**src/rtl/slow_clk_monitor.sv**
```systemverilog
// rtl/slow_clk_monitor.sv - slow clock edge-tick generator, period meter and lock/loss monitor
//
// Samples slow_clk in the clk domain and turns its edges into one-cycle
// enables, measures its rise-to-rise period, declares lock on a stable
// period and flags loss when no rise arrives within TIMEOUT cycles.
//
// Ports:
//   clk          fast system clock, all state on its rising edge
//   reset        synchronous active-high reset
//   slow_clk     asynchronous divided clock under observation
//   rise_tick    one-cycle pulse per slow_clk rising edge
//   fall_tick    one-cycle pulse per slow_clk falling edge
//   period       last rise-to-rise interval in clk cycles
//   period_valid period holds a measurement since last reset/loss
//   locked       period has been stable for LOCK_COUNT matches
//   clk_lost     slow_clk has stopped
//   edge_count   wrapping count of rising edges
module slow_clk_monitor #(
    parameter int SYNC_STAGES = 2,
    parameter int CNT_W       = 16,
    parameter int TIMEOUT     = 1000,
    parameter int LOCK_COUNT  = 4
) (
    input  logic             clk,
    input  logic             reset,
    input  logic             slow_clk,
    output logic             rise_tick,
    output logic             fall_tick,
    output logic [CNT_W-1:0] period,
    output logic             period_valid,
    output logic             locked,
    output logic             clk_lost,
    output logic [CNT_W-1:0] edge_count
);

    localparam int MW = $clog2(LOCK_COUNT + 1);

    typedef enum logic [1:0] {
        WAIT_FIRST = 2'd0,
        MEASURE    = 2'd1,
        LOCKED     = 2'd2,
        LOST       = 2'd3
    } state_t;

    state_t                 state_q;
    logic [SYNC_STAGES-1:0] sync_q;
    logic                   hist_q;
    logic [CNT_W-1:0]       gap_q;
    logic [CNT_W-1:0]       gap_d;
    logic [CNT_W-1:0]       period_q;
    logic [CNT_W-1:0]       edge_count_q;
    logic [MW-1:0]          match_cnt_q;
    logic                   rise_tick_q;
    logic                   fall_tick_q;
    logic                   period_valid_q;
    logic                   locked_q;
    logic                   clk_lost_q;

    logic sync_last;
    logic rise;
    logic fall;
    logic timeout;
    logic same_period;

    assign sync_last   = sync_q[SYNC_STAGES-1];
    assign rise        = sync_last & ~hist_q;
    assign fall        = ~sync_last & hist_q;
    // A rise in the same cycle always takes priority over the timeout.
    assign timeout     = (gap_q >= CNT_W'(TIMEOUT)) && !rise;
    assign same_period = (gap_q == period_q);

    // Gap restarts at 1 on a rise so that on the next rise it equals the
    // number of clk cycles between the two rises; saturates instead of wrapping.
    always_comb begin
        gap_d = gap_q;
        if (rise) begin
            gap_d = CNT_W'(1);
        end else if (gap_q != {CNT_W{1'b1}}) begin
            gap_d = gap_q + CNT_W'(1);
        end
    end

    always_ff @(posedge clk) begin
        if (reset) begin
            state_q        <= WAIT_FIRST;
            sync_q         <= '0;
            hist_q         <= 1'b0;
            gap_q          <= '0;
            period_q       <= '0;
            edge_count_q   <= '0;
            match_cnt_q    <= '0;
            rise_tick_q    <= 1'b0;
            fall_tick_q    <= 1'b0;
            period_valid_q <= 1'b0;
            locked_q       <= 1'b0;
            clk_lost_q     <= 1'b0;
        end else begin
            sync_q      <= {sync_q[SYNC_STAGES-2:0], slow_clk};
            hist_q      <= sync_last;
            rise_tick_q <= rise;
            fall_tick_q <= fall;
            gap_q       <= gap_d;
            if (rise) begin
                edge_count_q <= edge_count_q + CNT_W'(1);
            end

            case (state_q)
                WAIT_FIRST: begin
                    if (rise) begin
                        state_q     <= MEASURE;
                        match_cnt_q <= '0;
                    end
                end
                MEASURE: begin
                    if (rise) begin
                        period_q       <= gap_q;
                        period_valid_q <= 1'b1;
                        // period_valid low means this capture has no predecessor.
                        if (period_valid_q && same_period) begin
                            if (match_cnt_q == MW'(LOCK_COUNT - 1)) begin
                                state_q     <= LOCKED;
                                locked_q    <= 1'b1;
                                match_cnt_q <= '0;
                            end else begin
                                match_cnt_q <= match_cnt_q + MW'(1);
                            end
                        end else begin
                            match_cnt_q <= '0;
                        end
                    end
                end
                LOCKED: begin
                    if (rise && !same_period) begin
                        period_q    <= gap_q;
                        locked_q    <= 1'b0;
                        match_cnt_q <= '0;
                        state_q     <= MEASURE;
                    end
                end
                LOST: begin
                    // The first rise after loss only re-arms measurement.
                    if (rise) begin
                        state_q     <= MEASURE;
                        clk_lost_q  <= 1'b0;
                        match_cnt_q <= '0;
                    end
                end
                default: state_q <= WAIT_FIRST;
            endcase

            if (timeout && (state_q != LOST)) begin
                state_q        <= LOST;
                clk_lost_q     <= 1'b1;
                locked_q       <= 1'b0;
                period_valid_q <= 1'b0;
                match_cnt_q    <= '0;
            end
        end
    end

    assign rise_tick    = rise_tick_q;
    assign fall_tick    = fall_tick_q;
    assign period       = period_q;
    assign period_valid = period_valid_q;
    assign locked       = locked_q;
    assign clk_lost     = clk_lost_q;
    assign edge_count   = edge_count_q;

endmodule
```
**config.mk**
```make
export PLATFORM = sky130hd
export DESIGN_NAME = slow_clk_monitor
export DESIGN_NICKNAME = d
export VERILOG_FILES = /design/src/rtl/slow_clk_monitor.sv
export SDC_FILE = /design/constraint.sdc
export NUM_CORES = 1
export LEC_CHECK = 0
export BUFFER_PORTS_ARGS = -buffer_cell sky130_fd_sc_hd__clkbuf_2
export CAP_MARGIN = 20
export CORE_MARGIN = 5
export CORE_UTILIZATION = 25
export DETAILED_ROUTE_END_ITERATION = 10
export MAX_ROUTING_LAYER = met4
export PLACE_DENSITY_LB_ADDON = 0.05
export SLEW_MARGIN = 20
export SYNTH_ARGS = -nofsm -noshare
export SYNTH_HDL_FRONTEND = slang
export SYNTH_SLANG_ARGS = --single-unit
```
**constraint.sdc**
```tcl
create_clock -name clk -period 2.1 [get_ports clk]
set_input_delay 0.42 -clock clk [delete_from_list [all_inputs] [get_ports clk]]
set_output_delay 0.42 -clock clk [all_outputs]
set_load 0.01 [all_outputs]
```
==> results.sh <==
export IMPL_rows=39
export IMPL_dpl_hpwl_um=5460
export IMPL_fmax_mhz=505
export IMPL_route_vias_total=2330
export IMPL_n_antenna_cell=0
export IMPL_synth_avg_cell_area_um2=9.27
export IMPL_synth_top_cell_area_share_pct=42.1
export IMPL_path_cells="xnor2_1 -> nand4_1 -> nor4_4 -> nand3_2 -> or4_4 -> a21oi_2"
export IMPL_clk_path_buf_depth=2
export IMPL_cts_buffers=9
export IMPL_vdd_ir_drop_max_uv=453
export IMPL_wl_per_cell_um=14.4
export IMPL_layout_drive_gt1_share_pct=26.5
export IMPL_yosys_area_top_type="dfxtp_1"
export IMPL_io_buffers=39
export IMPL_die_w_um=118
export IMPL_grt_pass1_vias=2303
export IMPL_drt_iter0_markers=141
export IMPL_areaGrowthSynthToFinish_pct=26.5
export IMPL_final_cell_mix="dfxtp_1, nor2_1, clkbuf_2, buf_4, xnor2_1"
export IMPL_setup_violations=0
export IMPL_wirelength_um=7490
export IMPL_ant_nets=0
export IMPL_crit_path_end_kind="register"
export IMPL_tns_ps=0
export IMPL_insertion_delay_ps=330
export IMPL_grt_pass1_wl_um=12500
export IMPL_die_h_um=118
export IMPL_final_common_cell="dfxtp_1"
export IMPL_maxCapViolations=0
export IMPL_power_leakage_nw=1.44
export IMPL_outcome="finished clean"
export IMPL_slew_violations=0
export IMPL_yosys_cell_types_count=47
export IMPL_gr_total_overflow=0
export IMPL_ys_warnings_count=0
export IMPL_hold_path_class="in2reg"
export IMPL_synth_seq_cells=61
export IMPL_fillers=1220
export IMPL_critPathMaxStageDelay_ps=490
export IMPL_cts_clk_slew_worst_paths_ps=50
export IMPL_synth_area_leaders="dfxtp_1, nor2_1, mux2i_1, xnor2_1, xor2_1"
export IMPL_max_slew_margin_pct=59.8
export IMPL_cts_root_buf="clkbuf_16"
export IMPL_dieArea_mm2=0.0139
export IMPL_period_minus_slack_ps=1980
export IMPL_via_per_inst=4.48
export IMPL_h_tree_depth=3
export IMPL_io_pins=40
export IMPL_synthFlopType="dfxtp_1"
export IMPL_grt_max_degree=31
export IMPL_clock_sinks=61
export IMPL_gp_congestion=0.707
export IMPL_critPathLaunchType="register"
export IMPL_period_share_pct=94.3
export IMPL_cp_max_fo=3
export IMPL_first_pass_iters=4
export IMPL_cpMaxStageDelayCell="or4_4"
export IMPL_async_reset_ff_share_pct=0
export IMPL_syn_nets=324
export IMPL_antenna_found_initial=0
export IMPL_tightest_slew_ps=604
export IMPL_crit_type="reg2reg"
export IMPL_fin_skew_ps=5.60
export IMPL_rsz0062_at_grt="no"
export IMPL_hold_viol_final=0
export IMPL_drc_errors=0
export IMPL_grt_use_total_pct=11.7
export IMPL_worstPathRequired_ps=2370
export IMPL_synthCells=313
export IMPL_num_nets_final=383
export IMPL_fp_coreArea_mm2=0.0114
export IMPL_arrival_ps=2250
export IMPL_power_density_mw_per_mm2=784
export IMPL_cts_tree="yes"
export IMPL_ctsHoldBuffers=0
export IMPL_synth_cell_area_mm2=0.00290
export IMPL_synth_edf_count=0
export IMPL_start_util_pct=25.4
export IMPL_holdWs_ps=307
export IMPL_seq_area_frac_synth_pct=42.1
[where the power goes]
| part | total (mW) | switching [mW] | internal, mW | leakage [nW] |
|---|---|---|---|---|
| combinational | 0.302 | 0.170 | 0.132 | 0.811 |
| sequential | 1.21 | 0.0244 | 1.18 | 0.494 |
| clock | 1.37 | 0.509 | 0.862 | 0.134 |
[final timing paths]
kind              slack (ps)             end        from  cells after the start
setup / recovery         120  match_cnt_q[0]  period[12]                      6
hold reg to reg          440       sync_q[1]   sync_q[0]                      1
hold / removal           310       sync_q[0]    slow_clk                      2
setup reg to reg         120  match_cnt_q[0]  period[12]                      6
[area by class of cell]
type	count	area [um^2]	area share (%)
multi-input cells	226	1550	42.1
flip-flops and latches	61	1220	33.4
repair buffers	68	425	11.6
clock buffers	15	268	7.29
well taps	143	179	4.87
inverters	6	22.5	0.613
clock inverters	1	5.00	0.136
[through the flow]
step	worst slack [ps]	area, um^2	utilization, %	std cells	total power [mW]
floorplan	170	2900	-	313	1.44
global placement	73.8	3390	29.7	503	1.54
detailed placement	64.8	3390	29.7	503	1.53
CTS	57.9	3660	32.1	519	2.94
global route	8.24	3670	32.2	520	3.02
finish	119	3670	32.2	520	2.88
[flip-flops by register name, summed over array words and instances (netlist names), 2 cells and up]
register,count
edge_count,16
gap_q,16
match_cnt_q,3
period,16
state_q,2
sync_q,2
[cell usage after synthesis (all sizes together), types with 3 or more instances]
cell type / instances
dfxtp: 61
xnor2: 23
nor2b: 5
clkbuf: 9
and3: 8
buf: 11
nor3: 3
a21oi: 13
nand3: 17
nor2: 52
or2: 4
o21ai: 5
nand4: 8
a31oi: 3
a211oi: 4
mux2i: 17
and4: 4
nand2b: 3
nor4: 3
inv: 6
ha: 8
xor2: 15
nand2: 13
[timing repair]
item	CTS	global route
buffers inserted	0	1
setup endpoints to repair	0	2
resized for setup	0	3
[cells by family after synthesis]
logic type               after synthesis  synth area share [%]
adder cells (fa/ha/maj)                8                  3.45
XOR/XNOR                              38                  12.9
flip-flops                            61                  42.1
AND/OR/NAND/NOR                      129                  23.3
multiplexers                          17                  5.86
buffers and inverters                 26                  4.74
AO/OA/AOI/OAI                         34                  7.67
[routing by layer]
metal / up-vias / global-route usage [%] / wire [um]
met5: - / - / 0
met4: 0 / 6.45 / 192
met3: 13 / 2.74 / 235
met2: 31 / 18.4 / 3590
met1: 1086 / 13.9 / 3470
li1: 1200 / - / -
[critical path: cells and delay by family (launching register included)]
kind	cells	cell delay (ps)
AND/OR/NAND/NOR	4	1180
flip-flops	1	330
XOR/XNOR	1	260
AO/OA/AOI/OAI	1	140
Power figures use the tool's default switching activity.
